==> src/rtl/dab_seq_pkg.sv <==
// Shared encodings, widths and legal command limits for the DAB modulator sequencer.
package dab_seq_pkg;

  typedef enum logic [1:0] {
    ST_IDLE = 2'd0,
    ST_ARM  = 2'd1,
    ST_RUN  = 2'd2,
    ST_STOP = 2'd3
  } seq_state_t;

  localparam int T_W     = 9;
  localparam int RAZON_W = 12;

  localparam logic signed [T_W-1:0] T_MIN   = 9'sd0;
  localparam logic signed [T_W-1:0] T_MAX   = 9'sd255;
  localparam logic signed [T_W-1:0] PHI_MIN = -9'sd255;
  localparam logic signed [T_W-1:0] PHI_MAX = 9'sd255;
  localparam logic [RAZON_W-1:0]    RAZON_MIN = 12'd2;

  // Field range check only; the razon-vs-current-period rule depends on state and lives in the top.
  function automatic logic cmd_fields_legal(
    input logic signed [T_W-1:0] t1,
    input logic signed [T_W-1:0] t2,
    input logic signed [T_W-1:0] phi,
    input logic [RAZON_W-1:0]    razon
  );
    return (t1 >= T_MIN) && (t1 <= T_MAX) &&
           (t2 >= T_MIN) && (t2 <= T_MAX) &&
           (phi >= PHI_MIN) && (phi <= PHI_MAX) &&
           (razon >= RAZON_MIN);
  endfunction

endpackage

==> src/rtl/slew_stepper.sv <==
// One channel of slew-limited stepping: moves cur toward goal by at most SLEW per step, never overshooting.
module slew_stepper #(
  parameter int WIDTH = 9,
  parameter int SLEW  = 8
) (
  input  logic signed [WIDTH-1:0] cur,
  input  logic signed [WIDTH-1:0] goal,
  input  logic                    step_en,
  input  logic                    load,
  input  logic signed [WIDTH-1:0] load_val,
  output logic signed [WIDTH-1:0] nxt,
  output logic                    at_goal
);

  localparam logic signed [WIDTH:0]   SLEW_W = (WIDTH+1)'(SLEW);
  localparam logic signed [WIDTH-1:0] SLEW_N = WIDTH'(SLEW);

  // One extra bit so goal-cur spans the full -510..510 range without wrapping.
  logic signed [WIDTH:0] diff;
  logic signed [WIDTH:0] mag;

  // Next value: load wins, otherwise snap to goal when within one slew step, else move one step.
  always_comb begin
    diff = {goal[WIDTH-1], goal} - {cur[WIDTH-1], cur};
    mag  = diff[WIDTH] ? -diff : diff;
    nxt  = cur;
    if (load) begin
      nxt = load_val;
    end else if (step_en) begin
      if (mag <= SLEW_W) begin
        nxt = goal;
      end else if (diff[WIDTH]) begin
        nxt = cur - SLEW_N;
      end else begin
        nxt = cur + SLEW_N;
      end
    end
  end

  assign at_goal = (cur == goal);

endmodule

==> src/rtl/dab_mod_sequencer.sv <==
// DAB modulator sequencer: command intake/validation, start/stop sequencing and per-period slew limiting.
//
//   state | meaning
//   IDLE  | outputs held at zero, waiting for enable
//   ARM   | single cycle, sync pulse to modulator, optional direct load
//   RUN   | ramp toward stored targets on each period_tick
//   STOP  | ramp toward zero; back to IDLE once all channels are zero
module dab_mod_sequencer
  import dab_seq_pkg::*;
#(
  parameter int                 SLEW_T    = 8,
  parameter int                 SLEW_PHI  = 4,
  parameter logic [RAZON_W-1:0] RAZON_RST = 12'd1000,
  parameter bit                 SOFTSTART = 1'b1
) (
  input  logic                    clk,
  input  logic                    rst,
  input  logic                    CE,
  input  logic                    enable,
  input  logic                    period_tick,
  input  logic                    cmd_valid,
  output logic                    cmd_ready,
  input  logic signed [T_W-1:0]   cmd_t1,
  input  logic signed [T_W-1:0]   cmd_t2,
  input  logic signed [T_W-1:0]   cmd_phi,
  input  logic [RAZON_W-1:0]      cmd_razon,
  output logic signed [T_W-1:0]   t1,
  output logic signed [T_W-1:0]   t2,
  output logic signed [T_W-1:0]   phi,
  output logic [RAZON_W-1:0]      razon_clk,
  output logic                    sync,
  output logic                    cmd_err,
  output logic                    busy,
  output logic [1:0]              state
);

  seq_state_t state_q, state_d;

  logic signed [T_W-1:0] t1_q, t2_q, phi_q;
  logic signed [T_W-1:0] tgt_t1_q, tgt_t2_q, tgt_phi_q;
  logic signed [T_W-1:0] tgt_t1_d, tgt_t2_d, tgt_phi_d;
  logic signed [T_W-1:0] t1_goal, t2_goal, phi_goal;
  logic signed [T_W-1:0] t1_ld, t2_ld, phi_ld;
  logic signed [T_W-1:0] t1_nxt, t2_nxt, phi_nxt;
  logic                  t1_at, t2_at, phi_at;
  logic                  ld_en, step_en;
  logic [RAZON_W-1:0]    razon_q;
  logic                  ready_en_q, sync_q, err_q, busy_q, busy_d;
  logic                  accept, cmd_ok, store, reject;

  assign cmd_ready = ready_en_q && (state_q != ST_ARM);
  assign accept    = cmd_valid && cmd_ready && CE;
  // While running, the period is locked: only a matching razon is accepted.
  assign cmd_ok    = cmd_fields_legal(cmd_t1, cmd_t2, cmd_phi, cmd_razon) &&
                     ((state_q == ST_IDLE) || (cmd_razon == razon_q));
  assign store     = accept && cmd_ok;
  assign reject    = accept && !cmd_ok;

  // Goal selection uses enable directly so an enable change coinciding with a tick already steps the new way.
  always_comb begin
    t1_goal  = '0;
    t2_goal  = '0;
    phi_goal = '0;
    if (((state_q == ST_RUN) || (state_q == ST_STOP)) && enable) begin
      t1_goal  = tgt_t1_q;
      t2_goal  = tgt_t2_q;
      phi_goal = tgt_phi_q;
    end
    ld_en   = (state_q == ST_IDLE) || (state_q == ST_ARM);
    t1_ld   = '0;
    t2_ld   = '0;
    phi_ld  = '0;
    if ((state_q == ST_ARM) && !SOFTSTART) begin
      t1_ld  = tgt_t1_q;
      t2_ld  = tgt_t2_q;
      phi_ld = tgt_phi_q;
    end
    step_en = CE && period_tick && ((state_q == ST_RUN) || (state_q == ST_STOP));
  end

  slew_stepper #(.WIDTH(T_W), .SLEW(SLEW_T)) u_step_t1 (
    .cur(t1_q), .goal(t1_goal), .step_en(step_en), .load(ld_en), .load_val(t1_ld),
    .nxt(t1_nxt), .at_goal(t1_at)
  );

  slew_stepper #(.WIDTH(T_W), .SLEW(SLEW_T)) u_step_t2 (
    .cur(t2_q), .goal(t2_goal), .step_en(step_en), .load(ld_en), .load_val(t2_ld),
    .nxt(t2_nxt), .at_goal(t2_at)
  );

  slew_stepper #(.WIDTH(T_W), .SLEW(SLEW_PHI)) u_step_phi (
    .cur(phi_q), .goal(phi_goal), .step_en(step_en), .load(ld_en), .load_val(phi_ld),
    .nxt(phi_nxt), .at_goal(phi_at)
  );

  // Next state, next targets and the post-update busy flag.
  always_comb begin
    state_d = state_q;
    case (state_q)
      ST_IDLE: if (enable) state_d = ST_ARM;
      ST_ARM:  state_d = ST_RUN;
      ST_RUN:  if (!enable) state_d = ST_STOP;
      ST_STOP: begin
        if (enable) begin
          state_d = ST_RUN;
        end else if (t1_at && t2_at && phi_at) begin
          state_d = ST_IDLE;
        end
      end
      default: state_d = ST_IDLE;
    endcase

    tgt_t1_d  = tgt_t1_q;
    tgt_t2_d  = tgt_t2_q;
    tgt_phi_d = tgt_phi_q;
    if (store) begin
      tgt_t1_d  = cmd_t1;
      tgt_t2_d  = cmd_t2;
      tgt_phi_d = cmd_phi;
    end

    busy_d = (state_d == ST_STOP) ||
             (((state_d == ST_RUN) || (state_d == ST_ARM)) &&
              ((t1_nxt != tgt_t1_d) || (t2_nxt != tgt_t2_d) || (phi_nxt != tgt_phi_d)));
  end

  // Main state, effective values, targets and period; everything holds while CE is low.
  always_ff @(posedge clk or negedge rst) begin
    if (!rst) begin
      state_q   <= ST_IDLE;
      t1_q      <= '0;
      t2_q      <= '0;
      phi_q     <= '0;
      tgt_t1_q  <= '0;
      tgt_t2_q  <= '0;
      tgt_phi_q <= '0;
      razon_q   <= RAZON_RST;
      busy_q    <= 1'b0;
    end else if (CE) begin
      state_q   <= state_d;
      t1_q      <= t1_nxt;
      t2_q      <= t2_nxt;
      phi_q     <= phi_nxt;
      tgt_t1_q  <= tgt_t1_d;
      tgt_t2_q  <= tgt_t2_d;
      tgt_phi_q <= tgt_phi_d;
      if (store && (state_q == ST_IDLE)) begin
        razon_q <= cmd_razon;
      end
      busy_q    <= busy_d;
    end
  end

  // Single-cycle pulses clear on any edge so a CE stall can never stretch them.
  always_ff @(posedge clk or negedge rst) begin
    if (!rst) begin
      ready_en_q <= 1'b0;
      sync_q     <= 1'b0;
      err_q      <= 1'b0;
    end else begin
      ready_en_q <= 1'b1;
      sync_q     <= CE && (state_d == ST_ARM);
      err_q      <= reject;
    end
  end

  assign t1        = t1_q;
  assign t2        = t2_q;
  assign phi       = phi_q;
  assign razon_clk = razon_q;
  assign sync      = sync_q;
  assign cmd_err   = err_q;
  assign busy      = busy_q;
  assign state     = state_q;

endmodule

==> config.mk <==
export PLATFORM = sky130hd
export DESIGN_NAME = dab_mod_sequencer
export DESIGN_NICKNAME = d
export VERILOG_FILES = /design/src/rtl/dab_seq_pkg.sv /design/src/rtl/slew_stepper.sv /design/src/rtl/dab_mod_sequencer.sv
export SDC_FILE = /design/constraint.sdc
export NUM_CORES = 1
export LEC_CHECK = 0
export ABC_AREA = 1
export CAP_MARGIN = 0
export CORE_AREA = 2 2 143 173
export DETAILED_ROUTE_END_ITERATION = 12
export DIE_AREA = 0 0 145 175
export PLACE_DENSITY = 0.57
export SLEW_MARGIN = 5
export SYNTH_ARGS = -nofsm -noshare
export SYNTH_HDL_FRONTEND = slang
export SYNTH_SLANG_ARGS = --single-unit
==> constraint.sdc <==
create_clock -name clk -period 9 [get_ports clk]
set_clock_uncertainty 0.05 [all_clocks]
set_input_delay 0.9 -clock clk [delete_from_list [all_inputs] [get_ports clk]]
set_output_delay 0.9 -clock clk [all_outputs]
set_load 0.02 [all_outputs]
Word level (Yosys, flattened, before mapping):

Index checks and enable logic that the tools add are counted.

* bits in latches: 0
* memory bits (read-only): 0
* bits of input ports: 45
* memories kept: 0
* output and inout port bits: 45
* bits in registers: 72
* memory bits (writable): 0
* word-level logic and storage cells: 104

* magnitude comparators: 10
* divide/modulo/power cells: 0
* mux-type cells: 26
* multipliers: 0
* bitwise logic cells: 0
* eq/ne operators: 14
* add/sub/neg operators: 12
* reductions and logical operators: 30
* shift operators: 0

Operator list (count)
* 2-to-1 mux 9 bit: 18
* 2-to-1 mux 10 bit: 3
* negator 10 bit: 3
* subtractor 9 x 9 -> 10 bit: 3
* equality test 9 bit: 3
* <= comparator 9 bit (second input constant): 3
* inequality test 9 bit: 3
* <= comparator 10 x 5 -> 1 bit (second input constant): 2
* logical AND 1 bit: 20
* adder 9 x 5 -> 9 bit (second input constant): 2
* greater-or-equal comparator 9 x 1 -> 1 bit (second input constant): 2
* subtractor 9 x 5 -> 9 bit (second input constant): 2
* equality test 12 bit: 1
* greater-or-equal comparator 12 x 2 -> 1 bit (second input constant): 1
* <= comparator 10 x 4 -> 1 bit (second input constant): 1
* adder 9 x 4 -> 9 bit (second input constant): 1
* greater-or-equal comparator 9 bit (second input constant): 1
* subtractor 9 x 4 -> 9 bit (second input constant): 1
* equality test 2 bit (second input constant): 4
* 2-to-1 mux 2 bit: 4
* one-hot mux 2 bit (4 select lines): 1
* logical OR 1 bit: 7
* equality test 2 x 1 -> 1 bit (second input constant): 2
* logical NOT 2 bit: 1
* other kinds (3): 3

Logic depth before layout (Yosys ltp):

Gate-level depths: netlist (run 1).

* depth in word-level cells: 16
* gate-level depth with buffers: 34
* mapped depth without buffers: 34

Cells and area by module:

A second synthesis (run 1) with hierarchy kept.

* cells, all modules: 1337
* area total of the unflattened synthesis: 8136.6 sq um

Modules (own cells, without submodules)
* dab_mod_sequencer: times used 1, area an instance 4110.2 sq um, cells an instance 568, seq. area each 1809.2 sq um
* slew_stepper (u_step_t1 ...): times used 2, area an instance 1312.5 sq um, cells an instance 254, seq. area each 0.0 sq um
* slew_stepper (u_step_phi): times used 1, area an instance 1401.3 sq um, cells an instance 261, seq. area each 0.0 sq um

Least setup slack after synthesis (run 1):

Ideal clock, no wire load.

* path type: input to register
* start: input enable
* end: register busy_q, in the netlist busy
* data required time: 8.830 ns
* buffers on the path: 2
* cell stages on the path: 30
* arrival: 4.490 ns
* setup slack: 4.340 ns
* setup time: 0.120 ns
* cell sequence: nand2_1 -> buf_2 -> buf_1 -> nor2_1 -> ha_1 -> a21oi_1 -> nand3_2 -> nand3_2 -> nand2_2 -> inv_2 -> ha_1 -> a21oi_1 -> o21ai_0 -> nand2_1 -> nand2_1 -> a21oi_1 -> xor2_1 -> or2_2 -> nand3_1 -> nand3_1 -> nand3_1 -> nand2_1 -> inv_1 -> nand2_1 -> nor2_1 -> nand2_1 -> nor2_1 -> nand2_1 -> nand2_1 -> a21oi_2

* cells in the longest elaborated chain, start to end: 14
* elaborated cells between the ends (all ways): 49
* classes of those cells: 6 x add/sub; 3 x order compare; 9 x eq/ne; 23 x mux; 8 x reduce/logical

Ends and longest elaborated chain
* from (decl): RTL line dab_mod_sequencer.sv:19 `input logic enable,`
* logical AND 1 bit: RTL line dab_mod_sequencer.sv:64 `if (((state_q == ST_RUN) || (state_q == ST_STOP)) && enable) begin`
* 2-to-1 mux 9 bit: RTL line dab_mod_sequencer.sv:64
* subtractor 9 x 9 -> 10 bit: RTL line slew_stepper.sv:24 `diff = {goal[WIDTH-1], goal} - {cur[WIDTH-1], cur};`
* negator 10 bit: RTL line slew_stepper.sv:25 `mag = diff[WIDTH] ? -diff : diff;`
* 2-to-1 mux 10 bit: RTL line slew_stepper.sv:25
* <= comparator 10 x 5 -> 1 bit: RTL line slew_stepper.sv:30 `if (mag <= SLEW_W) begin`
* 2-to-1 mux 9 bit: RTL line slew_stepper.sv:30
* 2-to-1 mux 9 bit: RTL line slew_stepper.sv:29 `end else if (step_en) begin`
* 2-to-1 mux 9 bit: RTL line slew_stepper.sv:27 `if (load) begin`
* inequality test 9 bit: RTL line dab_mod_sequencer.sv:124 `((t1_nxt != tgt_t1_d) || (t2_nxt != tgt_t2_d) || (phi_nxt != tgt_phi_d)));`
* logical OR 1 bit (2 in a row): RTL line dab_mod_sequencer.sv:124
* logical AND 1 bit: RTL line dab_mod_sequencer.sv:123 `(((state_d == ST_RUN) || (state_d == ST_ARM)) &&`
* logical OR 1 bit *: RTL line dab_mod_sequencer.sv:122 `busy_d = (state_d == ST_STOP) ||`
* to (signal assigned): RTL line dab_mod_sequencer.sv:150 `busy_q <= busy_d;`
* to (decl): RTL line dab_mod_sequencer.sv:48 `logic ready_en_q, sync_q, err_q, busy_q, busy_d;`

Every way passes the cells marked *; elsewhere a longest branch is shown, timed or not.
A chain may end at the register's enable or synchronous reset.

Worst setup path after layout (run 1):

Same ends and word-level chain as after synthesis.

==> results of run 1 <==
==> cells in the mapped netlist (3+ instances only) <==
| cell | n |
|---|---|
| o211ai_1 | 5 |
| buf_1 | 3 |
| a21o_1 | 4 |
| mux2_2 | 12 |
| xnor2_1 | 5 |
| nor2_1 | 71 |
| buf_6 | 3 |
| o21ai_1 | 9 |
| dfstp_2 | 6 |
| o21ai_0 | 66 |
| inv_1 | 179 |
| xor2_1 | 26 |
| nor2_2 | 4 |
| nand3_1 | 138 |
| a21oi_1 | 26 |
| nand4_1 | 22 |
| o21a_1 | 7 |
| nand2_2 | 11 |
| nand2_4 | 5 |
| dfrtp_1 | 66 |
| nand3b_1 | 6 |
| buf_2 | 5 |
| clkbuf_1 | 13 |
| nor4_1 | 11 |
| ha_1 | 43 |
| nand2_1 | 346 |
| fa_1 | 6 |
| nand3_2 | 7 |
| nor3_1 | 15 |
| inv_2 | 4 |
| or2_2 | 3 |
==> state kept, by name (all words and copies together), names as in the netlist <==
register and flops:
razon_clk 12, phi 9, t1 9, t2 9
tgt_phi_q 9, tgt_t1_q 9, tgt_t2_q 9, state 2
busy 1, cmd_err 1, ready_en_q 1, sync 1
==> worst min-delay path: stages, from the launching register on <==
cell and delay, ps:
dfrtp_1 370, nand2_1 60, o21ai_0 60
==> layer usage <==
metal	routed length [um]	part of all wire	global-route usage	up-vias
met5	0	0	0	-
met2	11100	0.49	0.317	190
met4	774	0.034	0.0738	0
met1	9760	0.43	0.214	3431
li1	-	-	-	3830
met3	906	0.040	0.0248	40
==> worst min path at each step <==
stage | endpoint | start | slack (ps)
finish | t1[2] | t1[2] | 470
global route | t1[2] | t1[2] | 490
CTS | tgt_t1_q[8] | tgt_t1_q[8] | 470
detailed placement | tgt_t1_q[8] | tgt_t1_q[8] | 450
global placement | tgt_t2_q[8] | tgt_t2_q[8] | 450
floorplan | tgt_t1_q[8] | tgt_t1_q[8] | 420
==> cells by family after synthesis <==
family / count (synthesis) / share of synthesized area
buffers and inverters: 208 / 0.113
XOR/XNOR: 31 / 0.0377
multiplexers: 12 / 0.0188
AO/OA/AOI/OAI: 125 / 0.0953
other: 1 / 0.000520
adder cells (fa/ha/maj): 49 / 0.0913
flip-flops: 72 / 0.251
AND/OR/NAND/NOR: 640 / 0.392
==> power by group through the flow <==
stage | Combinational [W] | Sequential (W) | Clock, W
6_report | 0.00177 | 0.000423 | 0.000366
5_1_grt | 0.00202 | 0.000429 | 0.000384
4_1_cts | 0.00177 | 0.000425 | 0.000372
3_5_place_dp | 0.00176 | 0.000430 | 0
3_3_place_gp | 0.00175 | 0.000431 | 0
2_1_floorplan | 0.00131 | 0.000454 | 0
==> cell type report <==
| class | instances | area (um^2) | area share |
|---|---|---|---|
| multi-input combinational | 858 | 4590 | 0.527 |
| inverter | 183 | 687 | 0.0789 |
| sequential | 72 | 1810 | 0.208 |
| clock inverter | 6 | 50.0 | 0.00575 |
| tap | 320 | 400 | 0.0460 |
| clock buffer | 10 | 239 | 0.0274 |
| timing repair buffer | 95 | 933 | 0.107 |
==> metrics by stage <==
step,total power (W),instances,utilization
finish,0.00256,1544,0.368
global placement,0.00218,1528,0.356
CTS,0.00257,1544,0.368
floorplan,0.00177,1138,-
detailed placement,0.00219,1528,0.356
global route,0.00283,1544,0.368
==> impl_metrics.tcl, run 1 <==
set metrics [dict create \
    status "complete, no violations" \
    drt-initial-drc-count 417 \
    path_depth 31 \
    crit_type "input port to register" \
    path_max_fanout 23 \
    firstDrtPassIters 5 \
    ys_seq_area_frac 0.251 \
    stdcell_area_um2 8710 \
    grt_first_pass_wirelength_um 36100 \
    synth_area_leader_cell "dfrtp_1" \
    final_common_cell "nand2_1" \
    pin_count 90 \
    netlist_instances 1138 \
    routedWlPerCell_um 14.6 \
    synth_ff_type "dfrtp_1" \
    vias_per_cell 4.85 \
    drt_wl_total_um 22500 \
    combPwrFrac 0.692 \
    htreeDepth 3 \
    r2r_setup_slack_ps 4300 \
    clkTransAtPathRegs_ps 70 \
    cts_hold_buf 0 \
    cp_slowest_cell "clkdlybuf4s50_1" \
    fmax_mhz 181 \
    grt_antenna_before_repair 0 \
    drv_slew 0 \
    dieArea_um2 25400 \
    yosys_warnings 0 \
    row_count 62 \
    syn_area_um2 7210 \
    cts_resized 0 \
    cp.buffers_inverters 5 \
    grt_max_degree 73 \
    clock_sinks 72 \
    clock_path_buffers 2 \
    first_global_vias 7052 \
    crit_required_ps 9190 \
    synthDistinctLibCells 40 \
    rsz0062_at_grt "no" \
    synth.top_cell.area_share 0.229 \
    via_count 7491 \
    r2r_end "busy" \
    area_delta_synth_final_pct 20.8 \
    cts_tree "done" \
    cpLargestDelayFamily "simple AND/OR/NAND/NOR gates" \
    dpl.hpwl_um 18000 \
    power_frac_clock 0.143 \
    place.gp.congestion 0.928 \
    post-route-min-period_ps 5510 \
    vdd.ir_drop.worst_mv 0.113 \
    p_leak_nw 4.54 \
    synth-edff-count 0 \
    post_cts_buffers 0 \
    final_cell_mix "nand2_1, inv_1, nand3_1, clkdlybuf4s50_1, nor2_1" \
    drive_above_1_share 0.0637 \
    slew_headroom 0.341 \
    finalWorstSetupSlack_ps 3490 \
    crit_top_cell "nand2_1" \
    dp_slack_ps 3160 \
    die_w_um 145 \
    crit_end "busy" \
    p_int_w 0.00121 \
    power-per-cell-area_nw_per_um2 294 \
    syn_avg_cell_area_um2 6.33 \
    track_usage 0.178 \
    hold_slack_ps 468 \
    swShare 0.528 \
    syn_nets 1232 \
    synth-seq-cells 72 \
    startpoint_type "input port" \
    finalHoldViolCount 0 \
    core-area_um2 23700 \
    worstReg2RegStart "state[1]" \
    crit_start "enable" \
    initial_utilization 0.305 \
    final_antenna_net_count 0 \
    numPortBuffers 89 \
    ys_top_cells_by_area "dfrtp_1, nand2_1, nand3_1" \
    fin_crit_sh 0.612 \
    drc 0 \
    numCtsBuffers 9 \
    globalRouteOverflowTotal 0 \
    final_nets 1313 \
    clock_latency_ps 350 \
    arrival_ps 5700 \
    n_antenna_cell 0 \
    r2r_cells 30 \
    endpoint_kind "register" \
    fill_cells 2578 \
    setup_viol 0 \
    placed_area_um2 8420 \
    slowest_delay_ps 560 \
    cts-root-buf "clkbuf_16" \
    max_cap_violations 0 \
    worstHoldPathCells 2 \
    async_flop_share 1.00 \
    hold_class "register to register" \
    die_h_um 175 \
    power.switching_w 0.00135 \
    p_seq_frac 0.165 \
    worst_slew_pin_slew_ps 989 \
    setup_tns_ps 0 \
]
Power figures use the tool's default switching activity.
==> inputs of run 2 (changes only) <==
- clock period: 9 -> 5.41 ns (I/O delays scaled with it)
==> impl_metrics.tcl, run 2 (synthesis gave the netlist of run 1 again) <==
set metrics [dict create \
    status "complete, no violations" \
    setup_tns_ps 0 \
    met3WireLength_um 744 \
    slowest_delay_ps 500 \
    drt_wl_total_um 22200 \
    rsz0062_at_grt "no" \
    initial_utilization 0.305 \
    grt_first_pass_wirelength_um 35800 \
    cp_slowest_cell "clkdlybuf4s50_1" \
    slew_headroom 0.338 \
    cts-root-buf "clkbuf_16" \
    vdd.ir_drop.worst_mv 0.171 \
    p_leak_nw 4.57 \
    final_antenna_net_count 0 \
    fmax_mhz 215 \
    largest_reg_flops 12 \
    drive_above_1_share 0.0637 \
    clkTransAtPathRegs_ps 60 \
    dpl.hpwl_um 17800 \
    via_count 7404 \
    top_layer_used "met4" \
    crit_required_ps 5600 \
    dieArea_um2 25400 \
    hold_slack_ps 302 \
    r2r_setup_slack_ps 1030 \
    final_nets 1314 \
    cts_hold_buf 0 \
    final_common_cell "nand2_1" \
    clock_latency_ps 340 \
    post_cts_buffers 0 \
    n_antenna_cell 0 \
    drc 0 \
    multi_input_area_um2 4590 \
    drt-initial-drc-count 432 \
    globalRouteOverflowTotal 0 \
    startpoint_type "input port" \
    track_usage 0.175 \
    clock_sinks 72 \
    max_cap_violations 0 \
    final_cell_mix "nand2_1, inv_1, nand3_1, clkdlybuf4s50_1, nor2_1" \
    seq_area_um2 1810 \
    row_count 62 \
    setup_viol 0 \
    power-per-cell-area_nw_per_um2 489 \
    crit_top_cell "nand2_1" \
    drv_slew 0 \
    place.gp.congestion 0.864 \
    vias_per_cell 4.79 \
    cp.buffers_inverters 4 \
    numCtsBuffers 9 \
    finalHoldViolCount 0 \
    clock_path_buffers 2 \
    crit_type "input port to register" \
    post-route-min-period_ps 4640 \
    cts_tree "done" \
    firstDrtPassIters 6 \
    routedWlPerCell_um 14.4 \
    numPortBuffers 89 \
    first_global_vias 7041 \
    die_h_um 175 \
    fin_crit_sh 0.858 \
    die_w_um 145 \
    htreeDepth 3 \
    endpoint_kind "register" \
    met1_length_um 9750 \
    worst_slew_pin_slew_ps 992 \
    arrival_ps 4830 \
    hold_class "input port to asynchronous set/reset pin" \
    fill_cells 2556 \
    wl_met2_um 11100 \
    area_delta_synth_final_pct 21.4 \
    grt_antenna_before_repair 0 \
    core-area_um2 23700 \
    cts_resized 0 \
    pin_count 90 \
    grt_max_degree 73 \
    cpLargestDelayFamily "simple AND/OR/NAND/NOR gates" \
    path_max_fanout 31 \
]
-- run 2: changes by cell type in the layout (fill, tap and decap cells not counted), sizes merged --
cell and change:
clkbuf +2, bufinv +1, clkinv +1, clkinvlp -2
inv -2, buf +1
-- run 2: area by class of cell --
cell class	instances	share of cell area
timing repair buffer	96	0.109
sequential	72	0.207
multi-input combinational	858	0.525
tap	320	0.0458
clock buffer	12	0.0293
clock inverter	4	0.00601
inverter	183	0.0785
-- run 2: worst paths after layout --
| check | cells past startpoint | start | endpoint |
|---|---|---|---|
| min in group clk | 2 | tgt_t2_q[8] | tgt_t2_q[8] |
| hold / removal | 1 | rst | razon_clk[10] |
| setup reg to reg | 29 | state[1] | busy |
| setup / recovery | 30 | enable | busy |
| max in group asynchronous | 1 | rst | tgt_t2_q[7] |
| hold reg to reg | 2 | tgt_t2_q[8] | tgt_t2_q[8] |
-- run 2: worst reg2reg max path, delay by kind of cell (launching register included) --
family	cells	cell delay (ps)
AND/OR/NAND/NOR	18	1830
AO/OA/AOI/OAI	5	820
adder cells (fa/ha/maj)	2	660
buffers and inverters	3	470
flip-flops	1	390
XOR/XNOR	1	90
-- run 2: per-layer routing --
metal / global-route usage / up-vias
met5: 0 / -
met4: 0.0602 / 0
met3: 0.0183 / 31
met2: 0.318 / 159
met1: 0.216 / 3384
li1: - / 3830
-- run 2: per-stage QoR --
stage | std cells | total power, W | cell area, um^2 | util | setup WS (ps)
5_1_grt | 1545 | 0.00474 | 8750 | 0.370 | 362
3_3_place_gp | 1529 | 0.00363 | 8440 | 0.357 | 496
6_report | 1545 | 0.00428 | 8750 | 0.370 | 766
3_5_place_dp | 1529 | 0.00365 | 8440 | 0.357 | 416
4_1_cts | 1545 | 0.00431 | 8750 | 0.370 | 777
2_1_floorplan | 1138 | 0.00294 | 7210 | - | 1080
-- run 2: power by group --
group | internal [W] | switching, W | leakage [nW]
sequential | 0.000608 | 0.0000944 | 0.849
combinational | 0.00108 | 0.00186 | 3.56
clock | 0.000384 | 0.000251 | 0.153
